--- src/rtl/igniter_sequencer.sv ---
// igniter_sequencer: drives the igniter position block with bounded signed
// steps until the fed-back position equals the commanded target. Each jump is
// a one-cycle enable_jump pulse followed by a settle wait before re-reading.
// Outputs are all registered; done pulses on success, fault is sticky until
// the next accepted command.
module igniter_sequencer #(
  parameter int MAX_STEP      = 2,
  parameter int MAX_JUMPS     = 4,
  parameter int SETTLE_CYCLES = 2
) (
  input  logic       sys_clk,
  input  logic       clr_n,
  input  logic       start,
  input  logic       abort,
  input  logic [2:0] target,
  input  logic [2:0] position,
  output logic [3:0] delta,
  output logic       enable_jump,
  output logic       busy,
  output logic       done,
  output logic       fault
);

  typedef enum logic [2:0] {
    S_IDLE,
    S_CALC,
    S_FIRE,
    S_SETTLE,
    S_DONE,
    S_FAULT
  } state_t;

  localparam logic signed [3:0] STEP_POS    = 4'(MAX_STEP);
  localparam logic signed [3:0] STEP_NEG    = -STEP_POS;
  localparam logic        [3:0] JUMP_LIMIT  = 4'(MAX_JUMPS);
  localparam logic        [3:0] SETTLE_LOAD = 4'(SETTLE_CYCLES);

  state_t            state_reg;
  logic [2:0]        tgt_reg;
  logic [3:0]        jump_cnt_reg;
  logic [3:0]        settle_cnt_reg;
  logic [2:0]        diff;
  logic signed [3:0] offset;
  logic signed [3:0] step;

  // Shortest signed path to the target (tie at 4 goes positive), clamped.
  always_comb begin
    diff   = tgt_reg - position;
    offset = (diff <= 3'd4) ? $signed({1'b0, diff}) : $signed({1'b1, diff});
    step   = offset;
    if (offset > STEP_POS) begin
      step = STEP_POS;
    end else if (offset < STEP_NEG) begin
      step = STEP_NEG;
    end
  end

  // Sequencer FSM with registered outputs; pulses default low every cycle.
  always_ff @(posedge sys_clk or negedge clr_n) begin
    if (!clr_n) begin
      state_reg      <= S_IDLE;
      tgt_reg        <= 3'd0;
      jump_cnt_reg   <= 4'd0;
      settle_cnt_reg <= 4'd0;
      delta          <= 4'b0000;
      enable_jump    <= 1'b0;
      busy           <= 1'b0;
      done           <= 1'b0;
      fault          <= 1'b0;
    end else begin
      enable_jump <= 1'b0;
      delta       <= 4'b0000;
      done        <= 1'b0;
      if (abort && (state_reg != S_IDLE)) begin
        // Cancel: back to idle with no done pulse; fault keeps its value.
        state_reg <= S_IDLE;
        busy      <= 1'b0;
      end else begin
        case (state_reg)
          S_IDLE: begin
            if (start && !abort) begin
              tgt_reg      <= target;
              jump_cnt_reg <= 4'd0;
              fault        <= 1'b0;
              busy         <= 1'b1;
              state_reg    <= S_CALC;
            end
          end
          S_CALC: begin
            if (diff == 3'd0) begin
              done      <= 1'b1;
              state_reg <= S_DONE;
            end else if (jump_cnt_reg == JUMP_LIMIT) begin
              fault     <= 1'b1;
              busy      <= 1'b0;
              state_reg <= S_FAULT;
            end else begin
              delta       <= step;
              enable_jump <= 1'b1;
              state_reg   <= S_FIRE;
            end
          end
          S_FIRE: begin
            jump_cnt_reg   <= jump_cnt_reg + 4'd1;
            settle_cnt_reg <= SETTLE_LOAD;
            state_reg      <= S_SETTLE;
          end
          S_SETTLE: begin
            settle_cnt_reg <= settle_cnt_reg - 4'd1;
            if (settle_cnt_reg == 4'd1) begin
              state_reg <= S_CALC;
            end
          end
          S_DONE: begin
            busy      <= 1'b0;
            state_reg <= S_IDLE;
          end
          S_FAULT: begin
            state_reg <= S_IDLE;
          end
          default: begin
            busy      <= 1'b0;
            state_reg <= S_IDLE;
          end
        endcase
      end
    end
  end

endmodule

--- config.mk ---
export PLATFORM = sky130hd
export DESIGN_NAME = igniter_sequencer
export DESIGN_NICKNAME = d
export VERILOG_FILES = /design/src/rtl/igniter_sequencer.sv
export SDC_FILE = /design/constraint.sdc
export NUM_CORES = 1
export LEC_CHECK = 0
export CORE_MARGIN = 8
export CORE_UTILIZATION = 50
export CTS_BUF_LIST = sky130_fd_sc_hd__clkbuf_8
export DETAILED_ROUTE_END_ITERATION = 6
export MAX_ROUTING_LAYER = met4
export PLACE_DENSITY_LB_ADDON = 0.2
export SETUP_SLACK_MARGIN = 0.02
export SLEW_MARGIN = 20
export SYNTH_ARGS = -nofsm -noshare
export SYNTH_HDL_FRONTEND = slang
export SYNTH_SLANG_ARGS = --single-unit
--- constraint.sdc ---
create_clock -name sys_clk -period 1.9 [get_ports sys_clk]
set_input_delay 0.57 -clock sys_clk [delete_from_list [all_inputs] [get_ports sys_clk]]
set_output_delay 0.57 -clock sys_clk [all_outputs]
set_load 0.01 [all_outputs]
==> impl_metrics.toml <==
[status]
status = "complete, but fails checks"
violations = "setup timing"

[critical_path]
crit_type = "in2reg"
worst_setup_path_start_kind = "input port"
r2r_slack_ps = -20
cp.arrival_ps = 2090
cp_max_fo = 4
crit_chain = "buf_2, ha_4, fa_2, nand2_2, buf_4, or2_4, a21o_1"
cpMaxStageDelayCell = "fa_2"
critPathMaxStageDelay_ps = 570
worstPathRequired_ps = 2060
endpoint_kind = "flop"

[route]
drc_errors = 0
vias = 996
wl_per_cell_um = 16.3
via_per_inst = 5.66
dr.pass1.iters = 4
dr.first_iter.drc_count = 52
ant_nets = 0
wl_mm = 2.87

[pwr]
power.leakage_nw = 0.732
ir_drop_mv = 1.07
power_density_nw_per_um2 = 1460

[global_routing]
grt_first_pass_wirelength_mm = 4.89
grt_antenna_before_repair = 0
grt_pass1_vias = 1074
grt_max_degree = 23
overflow = 0
grtUsageTotal = 0.150

[layout]
nNetsFinal = 167
antenna_cells = 0
fin_util = 0.733
layout-drive-gt1-share = 0.331
fillers = 153
syn_to_final_growth_pct = 37.5
stdcell_area_um2 = 1650
layout_common_cells = "22 x dfrtp_1, 17 x buf_4, 14 x clkdlybuf4s50_1"
mostFrequentLayoutCell = "dfrtp_1"

[clocking]
cts.htree.levels = 1
ctsRootBufferMaster = "clkbuf_8"
postCtsHoldBufs = 0
path_clk_slew_ps = 80
cts_tree = "done"
clkSinkCount = 22
cts_max_path_buffers = 2
clk_latency_ps = 260
cts_buffers = 3

[timing]
hold-worst-slack_ps = 526
finalCritPeriodShare = 1.01
slew_viol_final = 0
clock_skew_ps = 9.84
finalHoldViolCount = 0
slew_headroom = 0.667
finalSetupViolations = 1
final.setup.worst_slack_ps = -26.2
fmax_mhz = 519
rsz0062_at_grt = "true"
worstMarginPinSlew_ps = 500
timing.final.crit_period_ps = 1930

[min_path]
min_path_type = "reg2reg"

[die]
start_util = 0.533
core-area_um2 = 2250
io_pins = 18
die_height_um = 65.0
chipWidth_um = 65.0
num_rows = 17
die_area_um2 = 4230

[synthesis]
yosysSeqAreaShare = 0.458
syn_avg_cell_area_um2 = 10.5
synth_cell_types = 40
yosys.area.top_type = "dfrtp_1"
synth.top_cell.area_share = 0.458
ys_ff_latch = 22
synth_area_leaders = "dfrtp_1 46%, ha_1 6.2%, inv_1 3.1%"
synthCells = 114
synth_nets = 131
syn_area_um2 = 1200
yosysWarnings = 0

[placement]
placed_area_um2 = 1510
globalplace.congestion = 0.889
hpwl_mm = 2.00
portBuffers = 17

[run]
drv_cap = 0
-- layout make-up --
cell class / instances / area, um2 / share of cell area
multi-input cells: 78 / 682 / 0.413
repair buffers: 35 / 307 / 0.185
flip-flops and latches: 22 / 551 / 0.333
clock buffers: 3 / 41.3 / 0.0250
well taps: 28 / 35.0 / 0.0212
inverters: 10 / 37.5 / 0.0227
-- power breakdown --
group | switching, W | internal [W]
Clock | 0.000138 | 0.000141
Sequential | 0.000144 | 0.000604
Combinational | 0.000660 | 0.000732
Total | 0.000942 | 0.00148
-- critical path, delay by kind of cell --
family                     cells  cell delay, ps
AOI/OAI and AO/OA              1             180
adders and majority gates      2             720
buffers and inverters          2             280
and+or+nand+nor                2             350
-- path summary, 6_finish.rpt --
path | start | to | cells after the start
worst max-delay path | position[0] | fault | 7
worst min-delay path | tgt_reg[1] | tgt_reg[1] | 1
worst max register to register | tgt_reg[0] | fault | 7
worst min register to register | tgt_reg[1] | tgt_reg[1] | 1
max in group asynchronous | clr_n | state_reg[1] | 2
min in group asynchronous | clr_n | jump_cnt_reg[3] | 2
-- logic make-up after synthesis --
family / count (synthesis) / synth area share
compound gates: 21 / 0.124
xor+xnor: 1 / 0.0208
fa+ha+maj: 7 / 0.0791
buf+inv: 14 / 0.0489
flops: 22 / 0.458
mux: 5 / 0.0447
simple gates: 44 / 0.225
-- metrics by stage --
step,cells,total power [W],setup TNS (ps),setup slack (ps)
2_1_floorplan,114,0.00134,-151,-93.1
3_3_place_gp,170,0.00166,-6010,-575
3_5_place_dp,170,0.00172,-6720,-659
4_1_cts,175,0.00229,-1010,-154
5_1_grt,176,0.00256,-73.8,-61.1
6_report,176,0.00242,-26.2,-26.2
-- metal layers --
metal  global-route usage  up-vias  share of wire  routed length, um
met5                    -        -              0                  0
met4               0.0572        0          0.030                 85
met3               0.0619       13          0.069                197
met2                0.220       39           0.47               1350
met1                0.179      473           0.43               1230
li1                     -      471              -                  -
-- cell usage after synthesis --
cell type / count
nor4_1: 2
a21oi_2: 1
nand3_2: 1
a21oi_1: 3
mux2i_1: 2
nor3b_2: 1
nor3_2: 1
nor4bb_1: 1
nor3b_1: 2
a31oi_1: 2
dfrtp_1: 22
o2bb2ai_1: 3
inv_1: 10
a21bo_2: 1
or2_4: 1
o211ai_1: 1
nand2_1: 8
buf_4: 1
o21ai_0: 5
ha_1: 6
nor2_1: 9
clkbuf_1: 1
mux2_2: 3
nand3_1: 3
nor2b_1: 4
a22oi_2: 1
nor4b_1: 2
or3b_2: 1
nor3_4: 1
xor3_2: 1
buf_2: 2
fa_1: 1
a32o_1: 1
nand4b_1: 1
a21o_1: 1
or2_2: 1
nand3b_1: 2
o31ai_1: 1
nor3_1: 3
o22ai_1: 1
-- timing repair --
item                                    CTS  global route
gates resized for setup                  18             6
buffers inserted                          2             1
endpoints found under the hold margin     0             0
pin swaps                                12            10
endpoints found under the setup margin   11            12
(Power assumes the default switching activity.)
